**src/rtl/mem_arbiter_pkg.sv**
```systemverilog
`timescale 1ns/1ps
`default_nettype none
// ============================================================================
// Module   : mem_arbiter_pkg
// Brief    : Shared constants for the memory arbiter: FSM state encoding,
//            access-size codes and the size-to-byte-count helper.
// Revision : 1.0 - initial release
// ============================================================================
package mem_arbiter_pkg;

   // Arbiter FSM states
   typedef enum logic [1:0] {
      ST_IDLE  = 2'd0,
      ST_READ  = 2'd1,
      ST_WRITE = 2'd2
   } state_e;

   // mm_size codes; code 3 is not named and falls through to a word access
   localparam logic [1:0] SIZE_BYTE = 2'd0;
   localparam logic [1:0] SIZE_HALF = 2'd1;
   localparam logic [1:0] SIZE_WORD = 2'd2;

   // Instruction fetches are always full words
   localparam logic [2:0] IF_NBYTES = 3'd4;

   // Number of bytes moved for a given size code
   function automatic logic [2:0] size_to_nbytes(input logic [1:0] size);
      logic [2:0] n;
      case (size)
         SIZE_BYTE: n = 3'd1;
         SIZE_HALF: n = 3'd2;
         SIZE_WORD: n = 3'd4;
         default:   n = 3'd4;
      endcase
      return n;
   endfunction

endpackage
`default_nettype wire

```
**src/rtl/mem_arbiter.sv**
```systemverilog
`timescale 1ns/1ps
`default_nettype none
// ============================================================================
// Module   : mem_arbiter
// Brief    : Arbitrates one instruction-fetch port and one data port onto a
//            byte-wide RAM. Data port wins in IDLE; transactions are
//            non-preemptive and move 1, 2 or 4 bytes, one per cycle.
// Revision : 1.0 - initial release
// ============================================================================
module mem_arbiter
   import mem_arbiter_pkg::*;
(
   input  logic        clk_in,
   input  logic        rst_in,
   input  logic        rdy_in,
   // instruction fetch port
   input  logic        if_req,
   input  logic [31:0] if_addr,
   input  logic        if_flush,
   output logic        if_done,
   output logic [31:0] if_data,
   // data port
   input  logic        mm_req,
   input  logic        mm_we,
   input  logic [1:0]  mm_size,
   input  logic [31:0] mm_addr,
   input  logic [31:0] mm_wdata,
   output logic        mm_done,
   output logic [31:0] mm_rdata,
   // RAM side
   input  logic [7:0]  mem_din,
   output logic [7:0]  mem_dout,
   output logic [31:0] mem_a,
   output logic        mem_wr
);

   state_e      state_q,   state_d;
   logic [2:0]  cnt_q,     cnt_d;      // byte index of the current address phase
   logic [2:0]  nbytes_q,  nbytes_d;
   logic [31:0] addr_q,    addr_d;
   logic [31:0] wdata_q,   wdata_d;
   logic [31:0] data_q,    data_d;     // read assembly register
   logic        is_if_q,   is_if_d;    // current transaction belongs to the fetch port
   logic        if_done_q, if_done_d;
   logic        mm_done_q, mm_done_d;

   // Read data arriving now belongs to the address issued one cycle earlier
   logic [1:0]  cap_idx;
   assign cap_idx = cnt_q[1:0] - 2'd1;

   // State and datapath registers; async active-low reset clears everything
   always_ff @(posedge clk_in or negedge rst_in) begin
      if (!rst_in) begin
         state_q   <= ST_IDLE;
         cnt_q     <= 3'd0;
         nbytes_q  <= 3'd0;
         addr_q    <= 32'd0;
         wdata_q   <= 32'd0;
         data_q    <= 32'd0;
         is_if_q   <= 1'b0;
         if_done_q <= 1'b0;
         mm_done_q <= 1'b0;
      end else begin
         state_q   <= state_d;
         cnt_q     <= cnt_d;
         nbytes_q  <= nbytes_d;
         addr_q    <= addr_d;
         wdata_q   <= wdata_d;
         data_q    <= data_d;
         is_if_q   <= is_if_d;
         if_done_q <= if_done_d;
         mm_done_q <= mm_done_d;
      end
   end

   // Next-state logic: grant, byte sequencing, capture, flush and completion
   always_comb begin
      state_d   = state_q;
      cnt_d     = cnt_q;
      nbytes_d  = nbytes_q;
      addr_d    = addr_q;
      wdata_d   = wdata_q;
      data_d    = data_q;
      is_if_d   = is_if_q;
      if_done_d = 1'b0;
      mm_done_d = 1'b0;

      if (!rdy_in) begin
         // Paused: everything freezes, including a pending done pulse
         if_done_d = if_done_q;
         mm_done_d = mm_done_q;
      end else begin
         case (state_q)
            ST_IDLE: begin
               // A port whose done is high this cycle is not re-granted
               if (mm_req && !mm_done_q) begin
                  addr_d   = mm_addr;
                  nbytes_d = size_to_nbytes(mm_size);
                  wdata_d  = mm_wdata;
                  data_d   = 32'd0;
                  is_if_d  = 1'b0;
                  cnt_d    = 3'd0;
                  state_d  = mm_we ? ST_WRITE : ST_READ;
               end else if (if_req && !if_done_q) begin
                  addr_d   = if_addr;
                  nbytes_d = IF_NBYTES;
                  wdata_d  = 32'd0;
                  data_d   = 32'd0;
                  is_if_d  = 1'b1;
                  cnt_d    = 3'd0;
                  state_d  = ST_READ;
               end
            end

            ST_READ: begin
               if (is_if_q && if_flush) begin
                  // Jump taken: drop the fetch silently
                  state_d = ST_IDLE;
                  cnt_d   = 3'd0;
               end else begin
                  if (cnt_q != 3'd0) begin
                     data_d[{cap_idx, 3'b000} +: 8] = mem_din;
                  end
                  if (cnt_q == nbytes_q) begin
                     state_d = ST_IDLE;
                     cnt_d   = 3'd0;
                     if (is_if_q) begin
                        if_done_d = 1'b1;
                     end else begin
                        mm_done_d = 1'b1;
                     end
                  end else begin
                     cnt_d = cnt_q + 3'd1;
                  end
               end
            end

            ST_WRITE: begin
               if (cnt_q == (nbytes_q - 3'd1)) begin
                  state_d   = ST_IDLE;
                  cnt_d     = 3'd0;
                  mm_done_d = 1'b1;
               end else begin
                  cnt_d = cnt_q + 3'd1;
               end
            end

            default: begin
               state_d = ST_IDLE;
               cnt_d   = 3'd0;
            end
         endcase
      end
   end

   // RAM-side drive: address/data from registered state, writes blocked while paused
   always_comb begin
      mem_a    = 32'd0;
      mem_dout = 8'd0;
      mem_wr   = 1'b0;
      if (state_q != ST_IDLE) begin
         mem_a = addr_q + {29'd0, cnt_q};
      end
      if (state_q == ST_WRITE) begin
         mem_dout = wdata_q[{cnt_q[1:0], 3'b000} +: 8];
         mem_wr   = rdy_in;
      end
   end

   assign if_done  = if_done_q;
   assign mm_done  = mm_done_q;
   assign if_data  = data_q;
   assign mm_rdata = data_q;

endmodule
`default_nettype wire
```
**config.mk**
```make
export PLATFORM = sky130hd
export DESIGN_NAME = mem_arbiter
export DESIGN_NICKNAME = d
export VERILOG_FILES = /design/src/rtl/mem_arbiter_pkg.sv /design/src/rtl/mem_arbiter.sv
export SDC_FILE = /design/constraint.sdc
export NUM_CORES = 1
export LEC_CHECK = 0
export BUFFER_PORTS_ARGS = -buffer_cell sky130_fd_sc_hd__buf_4
export CORE_MARGIN = 2
export CORE_UTILIZATION = 30
export DETAILED_ROUTE_END_ITERATION = 10
export GPL_TIMING_DRIVEN = 0
export HOLD_SLACK_MARGIN = 0.02
export PLACE_DENSITY_LB_ADDON = 0.1
export SKIP_LAST_GASP = 1
export SYNTH_ARGS = -nofsm -noshare
export SYNTH_HDL_FRONTEND = slang
export SYNTH_SLANG_ARGS = --single-unit
```
**constraint.sdc**
```tcl
create_clock -name clk_in -period 8.4 [get_ports clk_in]
set_clock_uncertainty 0.15 [all_clocks]
set_input_delay 0.42 -clock clk_in [delete_from_list [all_inputs] [get_ports clk_in]]
set_output_delay 0.42 -clock clk_in [all_outputs]
set_load 0.1 [all_outputs]
```
==> results.cfg <==
[grt]
grt_remaining_overflow = 0
grt_pass1_wl_mm = 31.4
grt_usage_pct = 18.4
grt_pass1_vias = 5860
grt_max_degree = 108
antenna_found_initial = 1

[timing]
tns_ns = 0
fmax_mhz = 215
worst_slew_pin_slew_ns = 0.971
rsz0062_at_grt = false
worst_slack_ns = 3.75
timing.slew.headroom_pct = 34.7
setup_viol = 0
final-max-slew-violation-count = 0
finalHoldViolations = 0
period_share_pct = 55.4
period_needed_ns = 4.65

[floorplanning]
dieWidth_um = 146
fp.dieH_um = 146
rows = 51
start_util_pct = 30.8
core_um2 = 19600
dieArea_um2 = 21200
ioPinCount = 220

[drt]
viasPerCell = 5.10
drt_iter0_markers = 306
post_drt_wl_per_cell_um = 17.5
ant_nets = 0
vias = 5790
remaining_drc_errors = 0
wl_mm = 19.8
first_pass_iters = 5

[synth]
synth-async-reset-ratio_pct = 100
synth_cell_types = 53
synth_compound_area_share_pct = 20.1
synth_area_per_cell_um2 = 9.52
synthXorXnorAreaFrac_pct = 2.28
synth_top_area_cell = dfrtp_1
netlist_instances = 633
synth_area_leaders = dfrtp_1, nand2_1, a22o_1
synth_top_family_by_area = compound AO/OA/AOI/OAI gates
yosysTopAreaCellShare_pct = 44.4
muxShareOfSynthArea_pct = 4.50
yosys_warnings = 0
synth_area_um2 = 6030
synth_flop_cell = dfrtp_1
synth_simple_gate_area_share_pct = 18.0
ys_ff_latch = 107
ys_seq_area_share_pct = 44.4
syn_nets = 759
synth_fa_ha_area_share_pct = 2.82
synth-edff-count = 0

[cts]
cts_buffers = 9
clk_pin_slew_ns = 0.08
cts-root-buf = clkbuf_16
clock-sinks = 107
clock_path_buffers = 2
cts_tree = yes
cts_htree_levels = 3
clock_latency_ns = 0.35
cts_setup_buffers = 0

[setup_path]
path_depth = 9
arrival_ns = 4.08
reg2reg_depth = 7
max_stage_delay_ns = 0.53
r2r_start = cnt_q[1]$_DFFE_PN0P_
cp-endpoint = mem_a[30]
worstPathCellList = buf_1 > inv_1 > fa_1 > nor2b_1 > o2111ai_1 > buf_2 > or4_1 > a21oi_1 > buf_4
reg2reg_slack_ns = 5.24
critPathKind = reg -> out
critPathMaxFanout = 10
endpoint_kind = output port
start_kind = flop
cpLargestDelayFamily = buffers and inverters
crit_start = cnt_q[1]$_DFFE_PN0P_
timing.critical_path.buf_inv = 4
crit_required_ns = 7.83
reg2reg_to = if_data[6]$_DFFE_PN0P_
critPathSlowestCell = buf_1

[finish]
nets = 991
final_cell_area_um2 = 8360
fin_util_pct = 42.7
drive_gt1_share_pct = 33.8
areaGrowthSynthToFinish_pct = 38.7
n_antenna_cell = 0

[place]
dpl_worst_slack_ns = 4.09
io_buffers = 219
routabilityCongestion = 0.792
hpwl_mm = 14.9
place_area_um2 = 8000

[worst_hold_path]
min_from = mm_size[1]
holdCritPathClass = in -> reg

[status]
outcome = complete, no violations

[power]
vdd_drop_max_mv = 0.206
powerDensity_nw_per_um2 = 424
leakage_nw = 3.95

[job]
maxCapViolCount = 0
==> metrics by stage <==
stage,std cells,total power [mW],hold slack (ns)
after detailed placement,1117,3.10,0.329
after CTS,1133,3.57,0.0847
after global routing,1135,3.74,0.0851
after global placement,1117,3.07,0.327
final,1135,3.54,0.101
after floorplan,633,2.56,-0.0256
==> final cells by class <==
class	instances	area [um2]
buffer	74	407
tap	265	332
sequential	107	2680
multi-input combinational	435	2880
clock buffer	9	225
inverter	17	63.8
clock inverter	7	91.3
timing repair buffer	221	1690
fill	1979	11200
==> kinds of logic after synthesis <==
kind of cell    count (synthesis)
simple gates                  227
fa+ha+maj                      13
buf+inv                        91
flops                         107
compound gates                165
xor+xnor                       14
mux                            16
==> power by group <==
part           leakage [nW]  switching [mW]  internal [mW]  total [mW]
Clock                 0.152           0.216          0.240       0.455
Combinational          2.44            1.62          0.581        2.20
Sequential             1.36           0.183          0.705       0.887
==> worst register-to-register path, delay by kind of cell (launching register included) <==
family	cells	cell delay [ns]
and+or+nand+nor	3	1.08
buffers and inverters	2	0.84
DFF	1	0.51
adders and majority gates	1	0.26
AOI/OAI and AO/OA	1	0.25
==> placed cells by master (no fill, tap or decap), drive strengths merged, types with 12 or more instances in the layout <==
cell type / n
nand2: 94
clkbuf: 44
buf: 259
a21oi: 18
nor2: 51
o21ai: 19
o31ai: 12
inv: 21
a22o: 40
a31oi: 35
dfrtp: 107
ha: 12
or4: 12
==> how the worst min path moves through the flow <==
stage / depth (start not counted) / endpoint / slack [ns]
global route: 2 / nbytes_q[0]$_DFFE_PN0P_ / 0.09
detailed placement: 1 / wdata_q[27]$_DFFE_PN0P_ / 0.33
global placement: 1 / wdata_q[31]$_DFFE_PN0P_ / 0.33
CTS: 2 / nbytes_q[0]$_DFFE_PN0P_ / 0.08
floorplan: 0 / addr_q[0]$_DFFE_PN0P_ / -0.03
finish: 2 / nbytes_q[0]$_DFFE_PN0P_ / 0.10
==> cell usage after synthesis, types with 6 or more instances <==
cell type	count
nand2_1	94
clkbuf_1	34
o21ai_0	15
nand4_1	6
buf_4	32
and2_1	10
o31ai_1	12
nor2b_1	10
xnor2_1	8
nor2_1	51
o41ai_1	9
nand3_1	9
nor4_1	7
ha_1	12
a22o_1	40
a21oi_1	18
a31oi_1	35
mux4_2	8
buf_2	6
a32o_1	10
dfrtp_1	107
or4_1	12
o2bb2ai_1	8
inv_1	17
==> state kept, by name (all words and copies together) (netlist names) <==
register	count
cnt_q	3
wdata_q	32
state_q	2
mm_done	1
is_if_q	1
if_done	1
nbytes_q	3
addr_q	32
if_data	32
==> what timing repair did <==
item | CTS | global route
hold buffers | 0 | 1
hold endpoints to repair | 0 | 12
resized for setup | 0 | 0
==> routing by layer <==
metal | global-route usage (%) | routed length (um) | part of all wire [%]
met2 | 29.7 | 9250 | 47
met3 | 5.14 | 1320 | 6.6
met1 | 24.4 | 8950 | 45
met5 | 0 | 10 | 0.050
met4 | 4.95 | 299 | 1.5
Power figures use the tool's default switching activity.
